## config.mk

```make
export PLATFORM = sky130hd
export DESIGN_NAME = inst_fetch
export DESIGN_NICKNAME = d
export VERILOG_FILES = /design/src/rtl/mips_pkg.sv /design/src/rtl/fetch_fifo.sv /design/src/rtl/inst_fetch.sv
export SDC_FILE = /design/constraint.sdc
export NUM_CORES = 1
export LEC_CHECK = 0
export ABC_AREA = 1
export CAP_MARGIN = 0
export CORE_ASPECT_RATIO = 0.5
export CORE_MARGIN = 2
export CORE_UTILIZATION = 51
export DETAILED_ROUTE_END_ITERATION = 16
export PLACE_DENSITY = 0.78
export SLEW_MARGIN = 20
export SYNTH_ARGS = -nofsm -noshare
export SYNTH_HDL_FRONTEND = slang
export SYNTH_SLANG_ARGS = --single-unit
```

## constraint.sdc

```tcl
create_clock -name clk -period 3.03 [get_ports clk]
set_input_delay 0.606 -clock clk [delete_from_list [all_inputs] [get_ports clk]]
set_output_delay 0.606 -clock clk [all_outputs]
set_load 0.01 [all_outputs]
```

## src/rtl/mips_pkg.sv

```systemverilog
// Shared definitions for the MIPS front end.
//   ADDR_W / INSTR_W : word-address and instruction widths
//   fetch_state_e    : instruction-fetch FSM state encodings
package mips_pkg;

  localparam int unsigned ADDR_W  = 32;
  localparam int unsigned INSTR_W = 32;

  typedef enum logic [1:0] {
    IDLE  = 2'b00,
    ISSUE = 2'b01,
    WAIT  = 2'b10
  } fetch_state_e;

endpackage

```

## src/rtl/fetch_fifo.sv

```systemverilog
// Fetched-instruction buffer: DEPTH x WIDTH circular FIFO.
//   clk, rst_n : clock, asynchronous active-low reset
//   push/wdata : write an entry (caller guarantees space)
//   pop        : remove the head entry (ignored when empty)
//   flush      : empty the buffer; overrides push and pop
//   rdata      : head entry
//   count      : current occupancy (0..DEPTH)
module fetch_fifo #(
  parameter int unsigned DEPTH = 2,
  parameter int unsigned WIDTH = 64
) (
  input  logic                     clk,
  input  logic                     rst_n,
  input  logic                     push,
  input  logic [WIDTH-1:0]         wdata,
  input  logic                     pop,
  input  logic                     flush,
  output logic [WIDTH-1:0]         rdata,
  output logic [$clog2(DEPTH):0]   count
);

  localparam int unsigned AW = $clog2(DEPTH);

  logic [WIDTH-1:0] mem [DEPTH];
  logic [AW-1:0]    wptr;
  logic [AW-1:0]    rptr;
  logic             pop_ok;

  assign pop_ok = pop && (count != '0);
  assign rdata  = mem[rptr];

  // Storage is reset so the head reads as zero straight out of reset.
  always_ff @(posedge clk or negedge rst_n) begin
    if (!rst_n) begin
      wptr  <= '0;
      rptr  <= '0;
      count <= '0;
      for (int unsigned i = 0; i < DEPTH; i++) begin
        mem[i] <= '0;
      end
    end else if (flush) begin
      wptr  <= '0;
      rptr  <= '0;
      count <= '0;
    end else begin
      if (push) begin
        mem[wptr] <= wdata;
        wptr      <= wptr + 1'b1;
      end
      if (pop_ok) begin
        rptr <= rptr + 1'b1;
      end
      case ({push, pop_ok})
        2'b10:   count <= count + 1'b1;
        2'b01:   count <= count - 1'b1;
        default: count <= count;
      endcase
    end
  end

endmodule

```

## src/rtl/inst_fetch.sv

```systemverilog
// Instruction fetch unit: issues one word request at a time to instruction
// memory and buffers responses for decode.
//   clk, rst_n              : clock, asynchronous active-low reset
//   pc                      : word address from the program counter
//   fetch_en                : permit new fetches
//   flush                   : redirect; drops buffered and in-flight fetches
//   pc_stall                : 0 only in the cycle a response is accepted
//   imem_req/addr/gnt       : request handshake to instruction memory
//   imem_rvalid/rdata       : response from instruction memory
//   instr/instr_pc/valid/ready : stream to decode
module inst_fetch
  import mips_pkg::*;
#(
  parameter int unsigned DEPTH = 2
) (
  input  logic               clk,
  input  logic               rst_n,
  input  logic [ADDR_W-1:0]  pc,
  input  logic               fetch_en,
  input  logic               flush,
  output logic               pc_stall,
  output logic               imem_req,
  output logic [ADDR_W-1:0]  imem_addr,
  input  logic               imem_gnt,
  input  logic               imem_rvalid,
  input  logic [INSTR_W-1:0] imem_rdata,
  output logic [INSTR_W-1:0] instr,
  output logic [ADDR_W-1:0]  instr_pc,
  output logic               instr_valid,
  input  logic               instr_ready
);

  localparam int unsigned CW = $clog2(DEPTH) + 1;
  localparam int unsigned OW = CW + 1;
  localparam logic [OW-1:0] DEPTH_C = OW'(DEPTH);

  fetch_state_e state_q, state_d;
  logic [ADDR_W-1:0]         addr_q, addr_d;
  logic                      discard_q, discard_d;
  logic                      push, pop;
  logic [CW-1:0]             count;
  logic [OW-1:0]             occ_next;
  logic [ADDR_W+INSTR_W-1:0] head;

  assign push        = (state_q == WAIT) && imem_rvalid && !discard_q && !flush;
  assign pop         = instr_valid && instr_ready && !flush;
  assign instr_valid = (count != '0);
  assign occ_next    = {1'b0, count} + OW'(push) - OW'(pop);
  assign pc_stall    = !push;
  assign imem_addr   = addr_q;
  assign instr       = head[INSTR_W-1:0];
  assign instr_pc    = head[ADDR_W+INSTR_W-1:INSTR_W];

  fetch_fifo #(
    .DEPTH (DEPTH),
    .WIDTH (ADDR_W + INSTR_W)
  ) u_fifo (
    .clk   (clk),
    .rst_n (rst_n),
    .push  (push),
    .wdata ({addr_q, imem_rdata}),
    .pop   (pop),
    .flush (flush),
    .rdata (head),
    .count (count)
  );

  always_ff @(posedge clk or negedge rst_n) begin
    if (!rst_n) begin
      state_q   <= IDLE;
      addr_q    <= '0;
      discard_q <= 1'b0;
    end else begin
      state_q   <= state_d;
      addr_q    <= addr_d;
      discard_q <= discard_d;
    end
  end

  always_comb begin
    state_d   = state_q;
    addr_d    = addr_q;
    discard_d = discard_q;
    imem_req  = 1'b0;
    case (state_q)
      IDLE: begin
        if (fetch_en && !flush && ({1'b0, count} < DEPTH_C)) begin
          state_d = ISSUE;
          addr_d  = pc;
        end
      end
      ISSUE: begin
        imem_req = 1'b1;
        if (imem_gnt) begin
          state_d = WAIT;
          if (flush) discard_d = 1'b1;
        end else if (flush) begin
          state_d = IDLE;
        end
      end
      WAIT: begin
        if (imem_rvalid) begin
          discard_d = 1'b0;
          if (fetch_en && !flush && (occ_next < DEPTH_C)) begin
            state_d = ISSUE;
            // The PC register advances at this same edge when the response is
            // accepted, so latch the value it will hold next cycle.
            addr_d  = push ? (pc + ADDR_W'(1)) : pc;
          end else begin
            state_d = IDLE;
          end
        end else if (flush) begin
          discard_d = 1'b1;
        end
      end
      default: state_d = IDLE;
    endcase
  end

endmodule
```

==> impl_metrics.csv <==
group,metric,value,unit
min_path,min_path_type,"in -> async",
pwr,clockPowerShare,0.232,
global_routing,grt_pass1_vias,7055,
layout,syn_to_final_growth,30.80,%
cts,postCtsResizedCells,0,
layout,mostFrequentLayoutCells,"nand2_1 (457), clkdlybuf4s50_1 (168), dfrtp_1 (166)",
cts,clkSlewWorstSetupHoldPaths,70,ps
cts,cts_setup_buffers,0,
sta,maxSlewHeadroom,0.5410,
die,rows,32,
sta,period_needed,2810,ps
worst_setup_path,start_kind,"input pin",
sta,tightest_slew,688.5,ps
layout,finalInstanceArea,10530,sq um
yosys,syn_avg_cell_area,7.614,sq um
yosys,synth_cell_types,31,
pwr,p_comb_frac,0.378,
pwr,p_int,0.005626,W
sta,rsz0062_at_grt,"false",
yosys,syn_nets,1131,
pwr,p_total,0.008647,W
pwr,vdd_drop_max,0.4960,mV
die,initial_core_util,0.5221,
layout,final_nets,1287,
detailed_routing,drt_iter0_drc,706,
global_routing,overflow,0,
sta,setup_tns,0,ps
detailed_routing,antenna_left,0,
layout,final_util,0.6829,
layout,final_common_cell,"nand2_1",
status,status,"finished, final reports clean",
worst_setup_path,cp_data_arrival_time,3130,ps
detailed_routing,route.vias.total,7304,
detailed_routing,dr.pass1.iters,5,
pwr,seq_power_share,0.389,
layout,drive_above_1_share,0.05139,
global_routing,grt_antenna_before_repair,0,
worst_setup_path,crit_fanout,27,
cts,cts_htree_levels,4,
cts,clockRootBuffer,"clkbuf_16",
pwr,netSwitchingFraction,0.3494,
placed_design,place.gp.congestion,0.8979,
placed_design,hpwl,14.47,mm
detailed_routing,drc_errors,0,
yosys,netlist_instances,1057,
yosys,ys_warn_count,0,
placed_design,dpl-instance-area,9977,sq um
placed_design,portBuffers,169,
cts,ctsHoldBuffers,0,
yosys,ys_ff_latch,167,
detailed_routing,routedWlPerCell,14.67,microns
die,die_w,181.7,microns
worst_setup_path,path_class,"in -> reg",
sta,setup_viol,0,
pwr,p_switching,0.003021,W
global_routing,grt_usage,0.2600,
pwr,p_leak,5.123,nW
sta,max_clock_freq,0.3559,GHz
cts,cts.sink_count,167,
die,die_h,92.83,microns
worst_setup_path,crit_path_end_kind,"register",
cts,cts_made_buffers,17,
cts,clock_latency,410,ps
detailed_routing,viasPerCell,5.108,
die,io_pins,170,
pwr,power_per_cell_area,821.4,nW/um^2
sta,hold_viol_final,0,
placed_design,placed_cells,1398,
global_routing,grt_max_degree,129,
global_routing,grt_pass1_wl,35.11,mm
cts,cts_tree,"built",
die,core_area,15410,sq um
worst_setup_path,crit_required,3350,ps
detailed_routing,routed_wl,20.97,mm
yosys,synth_area,8048,sq um
layout,stdcell_count,1430,
sta,fin_skew,10.54,ps
yosys,ys_seq_area_frac,0.5193,
sta,fin_crit_sh,0.9272,
layout,diodes,0,
flow_run,drv_cap,0,
cts,clockBufferDepth,2,
sta,drv_slew,0,
die,design.die.area,16860,sq um
## power groups by stage
stage / Clock, W / Combinational (W) / Sequential [W]
CTS: 0.00204 / 0.00330 / 0.00335
finish: 0.00201 / 0.00327 / 0.00337
global route: 0.00215 / 0.00362 / 0.00344
detailed placement: 0 / 0.00328 / 0.00339
global placement: 0 / 0.00318 / 0.00337
floorplan: 0 / 0.00150 / 0.00332
## Yosys cell counts
library cell  number  share of area
nor2_1            50          0.023
buf_6              8          0.011
a21oi_1            3         0.0019
xor2_1             8         0.0087
nand3_2            1         0.0012
o21ai_1           66          0.041
a31oi_1            1        0.00078
nand2_1          458           0.21
nand3b_1           1        0.00093
dfrtp_1          167           0.52
xnor2_1            6         0.0065
mux2_2             1         0.0014
o21bai_1           3         0.0028
nor3_1             3         0.0019
a21o_1             3         0.0028
nand4_1           10         0.0078
buf_1              4         0.0019
clkbuf_1          22          0.010
inv_1             91          0.042
nor2_2             3         0.0023
and2_1             1        0.00078
ha_1               2         0.0031
nand3_1           41          0.025
or2_2              3         0.0023
buf_4              4         0.0037
o21ai_0           81          0.050
o211ai_1           1        0.00093
fa_1               1         0.0025
or2_1              1        0.00078
buf_2             12         0.0075
inv_2              1        0.00047
## critical path: stages
cell and delay (ps):
clkdlybuf4s50_1 450, nand2_1 80, nor2_1 130, ha_1 240, or2_2 300, fa_1 490, nand2_1 50, o21ai_0 210
nand2_1 90, nor2_2 150, buf_12 180, nand3_1 80, o21ai_0 70
## flip-flops by register name (all words and copies together) (netlist names)
signal and count:
u_fifo.wptr 1, discard_q 1, u_fifo.count 2, state_q 2, u_fifo.mem 128, u_fifo.rptr 1, imem_addr 32
## cell families (layout without fill, tap and decap cells)
| family | count (synthesis) | in the layout | synth area share |
|---|---|---|---|
| flops | 167 | 167 | 0.5193 |
| buf+inv | 142 | 311 | 0.07743 |
| simple gates | 572 | 572 | 0.2805 |
| compound gates | 158 | 158 | 0.1006 |
| fa+ha+maj | 3 | 3 | 0.005597 |
| mux | 1 | 1 | 0.001399 |
| xor+xnor | 14 | 14 | 0.01524 |
## cell type report
cell class              count  area, sq um
fillers                  1262         4888
flip-flops and latches    167         4180
multi-input cells         748         3256
repair buffers            187         1941
clock buffers              20        456.7
inverters                  92        345.3
well taps                 204        255.2
clock inverters            12        92.59
## metal layers
metal,GRT usage,part of all wire,vias to the layer above
met5,0,0,-
met3,0.03539,0.055,16
met1,0.3596,0.45,3414
li1,-,-,3617
met2,0.4425,0.48,257
met4,0.05556,0.0081,0
## path summary, 6_finish.rpt
check                                startpoint              end  slack [ps]  cells past startpoint
worst max-delay path                instr_ready    imem_addr[11]         220                     13
worst max register to register  u_fifo.count[1]    imem_addr[11]         250                     14
min in group clk                 u_fifo.mem[17]   u_fifo.mem[17]         490                      2
worst min-delay path                      rst_n  u_fifo.count[0]         210                      1
max in group asynchronous                 rst_n   u_fifo.mem[16]        2110                      2
worst min register to register   u_fifo.mem[17]   u_fifo.mem[17]         490                      2
## metrics by stage
step / hold slack, ps / worst slack (ps)
finish: 205.8 / 220.5
global route: 270.3 / 3.521
CTS: 239.8 / 211.8
detailed placement: 472.7 / -183.3
global placement: 465.2 / -135.1
floorplan: 310.4 / 313.4
Power figures use the tool's default switching activity.
